**src/rtl/fp_int_wb_arbiter.sv**
```systemverilog
`default_nettype none
// ============================================================================
// Module      : fp_int_wb_arbiter
// Description : Round-robin arbiter that shares the single FP-to-integer
//               writeback port among NUM_SRC FP units (compare/classify/
//               move/convert, div/sqrt status path, ...). The winning result
//               is captured into one registered output slot together with its
//               instruction id and accrued fflags. Back-pressure comes from
//               wb_ack; an acked slot can be refilled in the same cycle, so
//               the port sustains one result per cycle.
// Revision    : 1.0 - initial release
// ----------------------------------------------------------------------------
// Parameters
//   NUM_SRC    number of requesting FP units (>= 2)
//   ID_W       instruction id width
//   XLEN       result data width
// Ports
//   clk         in   clock
//   rst         in   synchronous active-high reset
//   src_done    in   [NUM_SRC]        source i holds a valid result
//   src_id      in   [NUM_SRC*ID_W]   packed ids, source i at [i*ID_W +: ID_W]
//   src_rd      in   [NUM_SRC*XLEN]   packed results
//   src_fflags  in   [NUM_SRC*5]      packed flags {nv,dz,of,uf,nx}
//   src_ack     out  [NUM_SRC]        one-hot grant, source consumes this cycle
//   wb_done     out                   output slot valid
//   wb_id       out  [ID_W]           id of slot contents
//   wb_rd       out  [XLEN]           result of slot contents
//   wb_fflags   out  [5]              flags of slot contents
//   wb_ack      in                    downstream consumed the slot this cycle
// ============================================================================
module fp_int_wb_arbiter #(
   parameter int NUM_SRC = 2,
   parameter int ID_W    = 3,
   parameter int XLEN    = 32
) (
   input  logic                    clk,
   input  logic                    rst,
   input  logic [NUM_SRC-1:0]      src_done,
   input  logic [NUM_SRC*ID_W-1:0] src_id,
   input  logic [NUM_SRC*XLEN-1:0] src_rd,
   input  logic [NUM_SRC*5-1:0]    src_fflags,
   output logic [NUM_SRC-1:0]      src_ack,
   output logic                    wb_done,
   output logic [ID_W-1:0]         wb_id,
   output logic [XLEN-1:0]         wb_rd,
   output logic [4:0]              wb_fflags,
   input  logic                    wb_ack
);

   localparam int c_PTR_W = (NUM_SRC > 1) ? $clog2(NUM_SRC) : 1;
   localparam int c_FF_W  = 5;

   // ------------------------------------------------------------------------
   // Registered state
   // ------------------------------------------------------------------------
   logic [c_PTR_W-1:0] r_ptr;        // highest-priority source for next grant
   logic               r_wb_done;
   logic [ID_W-1:0]    r_wb_id;
   logic [XLEN-1:0]    r_wb_rd;
   logic [c_FF_W-1:0]  r_wb_fflags;

   // ------------------------------------------------------------------------
   // Combinational signals
   // ------------------------------------------------------------------------
   logic               w_advance;    // slot can accept a new entry this cycle
   logic               w_any_req;
   logic               w_grant;      // a grant is issued this cycle
   logic [NUM_SRC-1:0] w_mask;       // sources at or above the pointer
   logic [NUM_SRC-1:0] w_req_hi;     // requests in the upper (first) window
   logic [NUM_SRC-1:0] w_cand;       // window searched for the lowest index
   logic [NUM_SRC-1:0] w_sel;        // one-hot winner, independent of advance
   logic [c_PTR_W-1:0] w_sel_idx;
   logic [c_PTR_W-1:0] w_ptr_nxt;
   logic [ID_W-1:0]    w_sel_id;
   logic [XLEN-1:0]    w_sel_rd;
   logic [c_FF_W-1:0]  w_sel_fflags;

   assign w_advance = ~r_wb_done | wb_ack;
   assign w_any_req = |src_done;
   assign w_grant   = w_advance & w_any_req & ~rst;

   // ------------------------------------------------------------------------
   // Round-robin search. The rotated search order ptr..N-1, 0..ptr-1 is
   // realised as two windows: requests at index >= ptr are tried first; only
   // if that window is empty does the lowest requesting index overall win,
   // which is exactly the wrapped part of the order.
   // ------------------------------------------------------------------------
   always_comb begin
      w_mask = '0;
      for (int i = 0; i < NUM_SRC; i++) begin
         w_mask[i] = (c_PTR_W'(i) >= r_ptr);
      end
   end

   assign w_req_hi = src_done & w_mask;
   assign w_cand   = (|w_req_hi) ? w_req_hi : src_done;

   always_comb begin : p_pick
      logic v_found;
      v_found   = 1'b0;
      w_sel     = '0;
      w_sel_idx = '0;
      for (int i = 0; i < NUM_SRC; i++) begin
         if (!v_found && w_cand[i]) begin
            v_found   = 1'b1;
            w_sel[i]  = 1'b1;
            w_sel_idx = c_PTR_W'(i);
         end
      end
   end

   // Pointer moves just past the winner, wrapping after the last source.
   assign w_ptr_nxt = (w_sel_idx == c_PTR_W'(NUM_SRC - 1)) ? '0
                                                           : w_sel_idx + c_PTR_W'(1);

   // ------------------------------------------------------------------------
   // Payload mux: AND-OR over the one-hot winner avoids a variable-width
   // part select on the packed source buses.
   // ------------------------------------------------------------------------
   always_comb begin
      w_sel_id     = '0;
      w_sel_rd     = '0;
      w_sel_fflags = '0;
      for (int i = 0; i < NUM_SRC; i++) begin
         if (w_sel[i]) begin
            w_sel_id     = w_sel_id     | src_id[i*ID_W +: ID_W];
            w_sel_rd     = w_sel_rd     | src_rd[i*XLEN +: XLEN];
            w_sel_fflags = w_sel_fflags | src_fflags[i*c_FF_W +: c_FF_W];
         end
      end
   end

   // The ack is gated by rst so no source drops its result into a slot that
   // reset is about to discard.
   assign src_ack = w_grant ? w_sel : '0;

   // ------------------------------------------------------------------------
   // Output slot and pointer
   // ------------------------------------------------------------------------
   always_ff @(posedge clk) begin
      if (rst) begin
         r_ptr       <= '0;
         r_wb_done   <= 1'b0;
         r_wb_id     <= '0;
         r_wb_rd     <= '0;
         r_wb_fflags <= '0;
      end else if (w_advance) begin
         if (w_grant) begin
            // Covers both an empty slot and an ack+refill in the same edge.
            r_wb_done   <= 1'b1;
            r_wb_id     <= w_sel_id;
            r_wb_rd     <= w_sel_rd;
            r_wb_fflags <= w_sel_fflags;
            r_ptr       <= w_ptr_nxt;
         end else begin
            // Slot drained with nothing to replace it; payload left as is.
            r_wb_done   <= 1'b0;
         end
      end
   end

   assign wb_done   = r_wb_done;
   assign wb_id     = r_wb_id;
   assign wb_rd     = r_wb_rd;
   assign wb_fflags = r_wb_fflags;

endmodule
`default_nettype wire

```
**config.mk**
```make
export PLATFORM = sky130hd
export DESIGN_NAME = fp_int_wb_arbiter
export DESIGN_NICKNAME = d
export VERILOG_FILES = /design/src/rtl/fp_int_wb_arbiter.sv
export SDC_FILE = /design/constraint.sdc
export NUM_CORES = 1
export LEC_CHECK = 0
export BUFFER_PORTS_ARGS = -buffer_cell sky130_fd_sc_hd__buf_4
export CAP_MARGIN = 20
export CORE_ASPECT_RATIO = 0.7
export CORE_MARGIN = 3
export CORE_UTILIZATION = 25
export CTS_CLUSTER_SIZE = 30
export DETAILED_ROUTE_END_ITERATION = 7
export PLACE_DENSITY_LB_ADDON = 0.15
export SYNTH_ARGS = -nofsm -noshare
export SYNTH_HDL_FRONTEND = slang
export SYNTH_SLANG_ARGS = --single-unit
```
**constraint.sdc**
```tcl
create_clock -name clk -period 3.8 [get_ports clk]
set_clock_uncertainty 0.05 [all_clocks]
set_input_delay 1.14 -clock clk [delete_from_list [all_inputs] [get_ports clk]]
set_output_delay 1.14 -clock clk [all_outputs]
set_load 0.01 [all_outputs]
```
# Yosys cells after proc, flatten, opt, wreduce, memory -nomap -nowiden

Cells that the tools add are included.

Add/sub/neg operators: 1
Magnitude comparators: 2
Multiplexer cells: 12
Reductions and logical operators: 5
Bitwise operators: 9

Operators by type and width:

| operator                                   | number |
|---|---|
| 32-bit 2-to-1 mux                          | 2 |
| 32-bit bitwise OR                          | 1 |
| 5-bit 2-to-1 mux                           | 2 |
| 3-bit 2-to-1 mux                           | 2 |
| 5-bit bitwise OR                           | 1 |
| 1-bit 2-to-1 mux                           | 4 |
| 2-bit 2-to-1 mux                           | 2 |
| 2-bit OR reduction                         | 2 |
| 3-bit bitwise OR                           | 1 |
| 1-bit bitwise AND                          | 2 |
| 2-bit bitwise AND                          | 1 |
| 1-bit >= comparator (first input constant) | 2 |
| 1-bit NOT                                  | 2 |
| 2-bit AND reduction                        | 1 |
| 1-bit adder (second input constant)        | 1 |
| 1-bit logical AND                          | 1 |
| 1-bit logical NOT                          | 1 |
| 1-bit bitwise OR                           | 1 |

Logic and storage cells: 34
Output and inout bits: 43
Input bits: 85
Bits in registers: 42

# Depth between registers and ports, before layout

Gate-level depths: netlist of the first run.

Depth in word-level cells: 10
Depth in mapped cells: 5
Gate-level depth less buffers: 3

# Worst setup path before layout of the first run

OpenSTA, ideal clock, no wires.

Kind: input -> output
Start: in src_done[1]
End: out src_ack[0]
Path slack: 0.638 ns
Required time: 2.610 ns
Buffers on the path: 2
Arrival: 1.972 ns
Cell stages on the path: 4
Cell sequence: buf_6 > a21boi_2 > clkbuf_4 > nor3b_1

Cells in the longest elaborated chain, start to end: 5
Elaborated cells between the ends (all ways): 8
Those cells by class: 3 x mux; 3 x bitwise; 2 x reduce/logical

Ends and longest elaborated chain:

| what               | RTL line | source |
|---|---|---|
| start: declaration | 38       | `input logic [NUM_SRC-1:0] src_done,` |
| 2-bit bitwise AND  | 95       | `assign w_req_hi = src_done & w_mask;` |
| 2-bit OR reduction | 96       | `assign w_cand = (\|w_req_hi) ? w_req_hi : src_done;` |
| 2-bit 2-to-1 mux   | 96       |  |
| 1-bit 2-to-1 mux   | 104      | `if (!v_found && w_cand[i]) begin` |
| 2-bit 2-to-1 mux * | 135      | `assign src_ack = w_grant ? w_sel : '0;` |
| end: declaration   | 42       | `output logic [NUM_SRC-1:0] src_ack,` |

Mark *: on every way between the ends. The rest lies on a longest branch, timed or not.

# Worst setup path after layout of the first run

Ends and elaborated chain as after synthesis.

==> results of run 1 <==
## logic make-up (layout without fill, tap and decap cells)
group           after synthesis  in the layout  synth area share
compound gates              123            123            0.4115
buf+inv                      33            143            0.1570
simple gates                 10             10           0.03483
flops                        42             42            0.3967
## state kept, by name (all words and copies together) (netlist names)
signal     count
r_ptr          1
wb_rd         32
wb_done        1
wb_fflags      5
wb_id          3
## worst min-delay path: stages, from the launching register on
cell      delay (ns)
dfxtp_1         0.31
o211ai_1        0.08
o21ai_1         0.06
## placed cells by master (no fill, tap or decap), drive strengths merged, types with 2 or more instances in the layout
cell and instances:
a32oi 40, buf 133, clkbuf 7, dfxtp 42, inv 2, nor2 2, nor3 2, o211ai 40
o21ai 41
## power by group
group	internal (W)	total [W]	switching [W]	leakage [nW]
registers	0.000473	0.000490	0.0000172	0.345
logic	0.000131	0.000258	0.000126	0.836
clock network	0.000260	0.000422	0.000161	0.0739
## final cells by class
class / count / area (um^2) / area share
Sequential cell: 42 / 840.8 / 0.2733
Multi-Input combinational cell: 133 / 955.9 / 0.3107
Clock buffer: 7 / 142.6 / 0.04636
Timing Repair Buffer: 133 / 998.5 / 0.3245
Tap cell: 101 / 126.4 / 0.04107
Clock inverter: 1 / 5.005 / 0.001627
Inverter: 2 / 7.507 / 0.002440
## final timing paths
path	to	slack, ns	cells past startpoint
worst max-delay path	src_ack[0]	0.73	4
worst min register to register	wb_rd[29]$_SDFFE_PP0P_	0.44	2
worst max register to register	wb_fflags[3]$_SDFFE_PP0P_	2.02	4
worst min-delay path	wb_rd[29]$_SDFFE_PP0P_	0.44	2
## through the flow
stage	setup WS [ns]	power, W	hold slack (ns)	instance area (um^2)	util
5_1_grt	0.6482	0.001237	0.4613	3077	0.3827
6_report	0.7314	0.001170	0.4424	3077	0.3827
4_1_cts	0.7276	0.001191	0.4458	3077	0.3827
3_5_place_dp	0.7387	0.0007606	0.4363	2929	0.3643
2_1_floorplan	0.6383	0.0006351	0.4182	2120	-
3_3_place_gp	0.7591	0.0007580	0.4344	2929	0.3643
## per-layer routing
metal,vias up,global-route usage
met2,99,0.1943
li1,1062,-
met1,979,0.1969
met4,0,0.01264
met5,-,0
met3,0,0.04588
==> run_results.csv, run 1 <==
group,metric,value,unit
worst_setup_path,end_kind,"output pin",
worst_setup_path,slowest_stage,"nor3b_1",
routing,finalWirelength,6741,um
worst_setup_path,cp-start-kind,"input port",
floorplanning,die_w,116.1,um
layout,diodes,0,
sta,relSlewSlack,0.4876,
global_routing,grt_pass1_vias,2121,
worst_setup_path,startpoint,"src_done[1]",
synthesis,yosys.area.top_type,"dfxtp_1",
floorplanning,rows,27,
worst_setup_path,path_cells,"buf_4 > a21boi_4 > nor3b_1 > buf_4",
hold_path,hp-start,"wb_rd[29]$_SDFFE_PP0P_",
routing,drt-met1-wl,3349,um
cts,postCtsSetupRepairBufs,0,
synthesis,synth_cell_types,23,
outcome,status,"finished, final reports clean",
routing,drt.antenna.violating_nets,0,
worst_setup_path,cp.buffers_inverters,2,
sta,period_share,0.8075,
floorplanning,die_y,83.04,um
cts,h-tree-depth,2,
cts,cts.repair.resized,0,
routing,drc,0,
cts,cts_sinks,42,
floorplanning,core-area,8040,um^2
pwr,p_leak,1.255,nW
worst_setup_path,cp_common_cell,"buf_4",
sta,rsz0062_at_grt,"false",
synthesis,synthTopCellsByCount,"42 x dfxtp_1, 41 x o21ai_1, 40 x a32oi_1, 40 x o211ai_1, 8 x buf_6",
synthesis,synth_most_common_cell,"dfxtp_1",
placement,dp_hpwl,4534,um
hold_path,hold_path_class,"flip-flop to flip-flop",
layout,fillCellCount,834,
routing,wl_per_cell,16.09,um
global_routing,grtUsageTotal,0.1335,
pwr,power.density,380.3,nW/um^2
layout,area_delta_synth_final,45.16,%
cts,hold_buffers,0,
routing,drtIter0Drc,111,
synthesis,async_flop_share,0,
sta,tightest_slew,0.7677,ns
cts,cts-root-buf,"clkbuf_16",
sta,period_needed,3.069,ns
placement,dpl.cell_count,411,
routing,drt_pass1_iterations,4,
run,max_cap_viol_count,0,
placement,routabilityCongestion,0.6806,
sta,fin_tns_setup,0,ns
cts,tritoncts,"yes",
sta,fmax,325.9,MHz
cts,cts-buffers-inserted,5,
sta,final_max_slew_viol_count,0,
synthesis,netlist_top_cells_area,"dfxtp_1 40%, a32oi_1 17%, o211ai_1 14%, o21ai_1 9.7%, buf_6 4.3%",
pwr,worst_ir_drop_vdd,0.0001722,V
floorplanning,dieArea,9636,um^2
synthesis,syn_nets,293,
synthesis,ys_ff_latch,42,
global_routing,overflow,0,
synthesis,syn_area,2120,um^2
worst_setup_path,path_class,"input port to output pin",
global_routing,grt_max_degree,45,
synthesis,ys.flop_type,"dfxtp_1",
cts,clkTransAtPathRegs,0.06,ns
routing,vias,2140,
sta,setup_viol,0,
floorplanning,initial_core_util,0.2636,
layout,final_nets,402,
synthesis,ys_warn_count,0,
placement,portBuffers,127,
cts,cts_buffer_depth,2,
synthesis,avgSynthCellArea,10.19,um^2
sta,hold_viol,0,
layout,fin_cells,419,
worst_setup_path,rr_startpoint,"wb_done$_SDFFE_PP0P_",
synthesis,synth_top_area_share,0.3967,
routing,vias_per_cell,5.107,
worst_setup_path,critPathMaxStageDelay,0.21,ns
worst_setup_path,cpLargestDelayFamily,"buffers and inverters",
global_routing,grt_pass1_wl,10630,um
synthesis,netlist_instances,208,
worst_setup_path,cp_max_fo,18,
routing,met2_length,2737,um
floorplanning,pin_count,128,
layout,layout-drive-gt1-share,0.4560,
cts,clock_latency,0.27,ns
synthesis,synth-edff-count,0,
global_routing,antenna_found_initial,0,
synthesis,seq_area_frac_synth,0.3967,
routing,highest_layer,"met3",
routing,dr_wl_met3,654,um
worst_setup_path,required,2.61,ns
worst_setup_path,worstPathArrival,1.88,ns
No activity file was read; power rests on OpenSTA's default activity.
==> inputs of run 2 (changes only) <==
--- a/config.mk
+++ b/config.mk
@@ -5,6 +5,7 @@
 export SDC_FILE = /design/constraint.sdc
 export NUM_CORES = 1
 export LEC_CHECK = 0
+export ABC_AREA = 1
 export BUFFER_PORTS_ARGS = -buffer_cell sky130_fd_sc_hd__buf_4
 export CAP_MARGIN = 20
 export CORE_ASPECT_RATIO = 0.7
==> constraint.sdc (replaced) <==
create_clock -name clk -period 3.05 [get_ports clk]
set_clock_uncertainty 0.05 [all_clocks]
set_input_delay 0.915 -clock clk [delete_from_list [all_inputs] [get_ports clk]]
set_output_delay 0.915 -clock clk [all_outputs]
set_load 0.01 [all_outputs]
==> run 2 against run 1 <==
Against the previous run: critical path depth up 2; wire length up 15%; hold slack better by 0.042 ns; final cell count up 45%; register-to-register slack worse by 0.43 ns; critical endpoint is now src_ack[1]; largest cell class is now multi-input combinational cells.
==> run_results.csv, run 2 <==
group,metric,value,unit
outcome,status,"finished, final reports clean",
floorplanning,die_y,86.68,um
global_routing,overflow,0,
synthesis,syn_area,2325,um^2
cts,cts-root-buf,"clkbuf_16",
placement,portBuffers,127,
routing,drt.antenna.violating_nets,0,
synthesis,netlist_top_cells_area,"dfxtp_1 36%, nand3_1 26%, nand2_1 20%, inv_1 7.3%, buf_4 3.6%",
synthesis,synth-compound-area-share,0.006459,
run,max_cap_viol_count,0,
sta,final_max_slew_viol_count,0,
cts,cts_buffer_depth,2,
sta,tightest_slew,0.4402,ns
routing,wl_per_cell,12.78,um
global_routing,antenna_found_initial,0,
cts,h-tree-depth,2,
layout,fin_cells,607,
floorplanning,initial_core_util,0.2654,
routing,finalWirelength,7758,um
routing,vias,2659,
synthesis,async_flop_share,0,
synthesis,synth_cell_types,14,
synthesis,avgSynthCellArea,6.249,um^2
global_routing,grt_max_degree,42,
sta,setup_viol,0,
synthesis,synthTopCellsByCount,"126 x nand2_1, 120 x nand3_1, 45 x inv_1",
layout,mostFrequentLayoutCells,"137 x buf_4, 126 x nand2_1, 120 x nand3_1",
global_routing,grt_pass1_vias,2586,
floorplanning,rows,28,
layout,seq_area,840.8,um^2
layout,layout_commonest_cell,"buf_4",
worst_setup_path,cp_max_fo,11,
synthesis,synth_top_family_by_area,"simple AND/OR/NAND/NOR gates",
pwr,power.density,492.9,nW/um^2
layout,diodes,0,
synthesis,synth-edff-count,0,
placement,routabilityCongestion,0.7510,
synthesis,synthSimpleGateAreaFrac,0.4812,
global_routing,grt_pass1_wl,12470,um
cts,clkTransAtPathRegs,0.06,ns
worst_setup_path,worstPathArrival,1.61,ns
routing,drtIter0Drc,124,
cts,cts.repair.resized,0,
worst_setup_path,end_kind,"output pin",
floorplanning,die_w,121.3,um
routing,drc,0,
placement,place_ws,0.4589,ns
synthesis,netlist_instances,372,
layout,final_nets,571,
cts,clock_latency,0.28,ns
routing,drt_pass1_iterations,4,
cts,tritoncts,"yes",
floorplanning,pin_count,128,
cts,postCtsSetupRepairBufs,0,
sta,hold-worst-slack,0.4849,ns
worst_setup_path,path_class,"input port to output pin",
cts,cts-buffers-inserted,5,
sta,layout_setup_ws,0.4726,ns
layout,final_core_util,0.3991,
worst_setup_path,required,2.08,ns
synthesis,synth_fa_ha_area_frac,0,
layout,area_delta_synth_final,50.38,%
synthesis,synth_top_area_share,0.3617,
worst_setup_path,cp-start-kind,"input port",
sta,fmax,388.0,MHz
synthesis,ys.flop_type,"dfxtp_1",
floorplanning,dieArea,10510,um^2
synthesis,synthMuxAreaShare,0,
layout,fillCellCount,964,
synthesis,synth_xor_area_frac,0,
sta,period_needed,2.577,ns
sta,hold_viol,0,
cts,hold_buffers,0,
pwr,p_leak,2.002,nW
synthesis,yosys.area.top_type,"dfxtp_1",
sta,rsz0062_at_grt,"false",
pwr,worst_ir_drop_vdd,0.0002163,V
sta,relSlewSlack,0.7065,
routing,vias_per_cell,4.381,
hold_path,hold_path_class,"flip-flop to flip-flop",
sta,period_share,0.8450,
synthesis,syn_nets,457,
synthesis,synth_most_common_cell,"nand2_1",
floorplanning,core-area,8758,um^2
layout,multi_input_area,1134,um^2
global_routing,grtUsageTotal,0.1455,
synthesis,ys_ff_latch,42,
placement,dp_hpwl,5479,um
sta,fin_tns_setup,0,ns
layout,layout-drive-gt1-share,0.3080,
placement,dpl.cell_count,599,
cts,cts_sinks,42,
synthesis,ys_warn_count,0,
synthesis,seq_area_frac_synth,0.3617,
layout,largest_reg_flops,32,
## run 2: changes by cell type after synthesis, sizes merged, moves of 2 or more
cell and delta:
nand3 +121, o211ai -40, inv +45, a32oi -40, buf +13, dlygate4sd1 -5
nor3 -2, o21ai -40, clkbuf -3, dlymetal6s2s -6, nand2 +125
## run 2: stage by stage
stage | cell area, um^2 | power [W]
floorplan | 2325 | 0.0009203
global placement | 3329 | 0.001157
detailed placement | 3329 | 0.001160
CTS | 3496 | 0.001755
global route | 3496 | 0.001841
finish | 3496 | 0.001723
## run 2: final timing paths
| kind | start | to | slack [ns] | depth (start not counted) |
|---|---|---|---|---|
| worst max-delay path | src_done[1] | src_ack[1] | 0.47 | 6 |
| worst min register to register | wb_rd[17]$_SDFFE_PP0P_ | wb_rd[17]$_SDFFE_PP0P_ | 0.48 | 4 |
| worst min-delay path | wb_rd[17]$_SDFFE_PP0P_ | wb_rd[17]$_SDFFE_PP0P_ | 0.48 | 4 |
| worst max register to register | wb_done$_SDFFE_PP0P_ | wb_id[2]$_SDFFE_PP0P_ | 1.59 | 7 |
## run 2: where the power goes
part / internal, W / switching [W]
sequential: 0.000620 / 0.0000379
combinational: 0.000237 / 0.000248
clock: 0.000371 / 0.000209
total: 0.00123 / 0.000495
## run 2: cell type report
type | instances | area share
tap | 120 | 0.04295
multi-input combinational | 253 | 0.3243
timing repair buffer | 137 | 0.2942
clock buffer | 8 | 0.04760
sequential | 42 | 0.2405
inverter | 47 | 0.05047
## run 2: routing by layer
metal  global-route usage  vias up  share of wire
met1               0.1946     1161           0.48
met4              0.02543        0         0.0045
li1                     -     1397              -
met5                    0        -              0
met2               0.2344       97           0.42
met3              0.04631        4           0.10
## run 2: kinds of logic (layout without fill, tap and decap cells)
logic type / Yosys count / after routing
buffers and inverters: 77 / 192
AOI/OAI and AO/OA: 3 / 3
and+or+nand+nor: 250 / 250
DFF: 42 / 42
## run 2: critical path, cell delays in order
cell and delay (ns):
buf_4 0.19, inv_1 0.06, a21oi_1 0.16, nand2_1 0.09, inv_1 0.08, buf_4 0.12
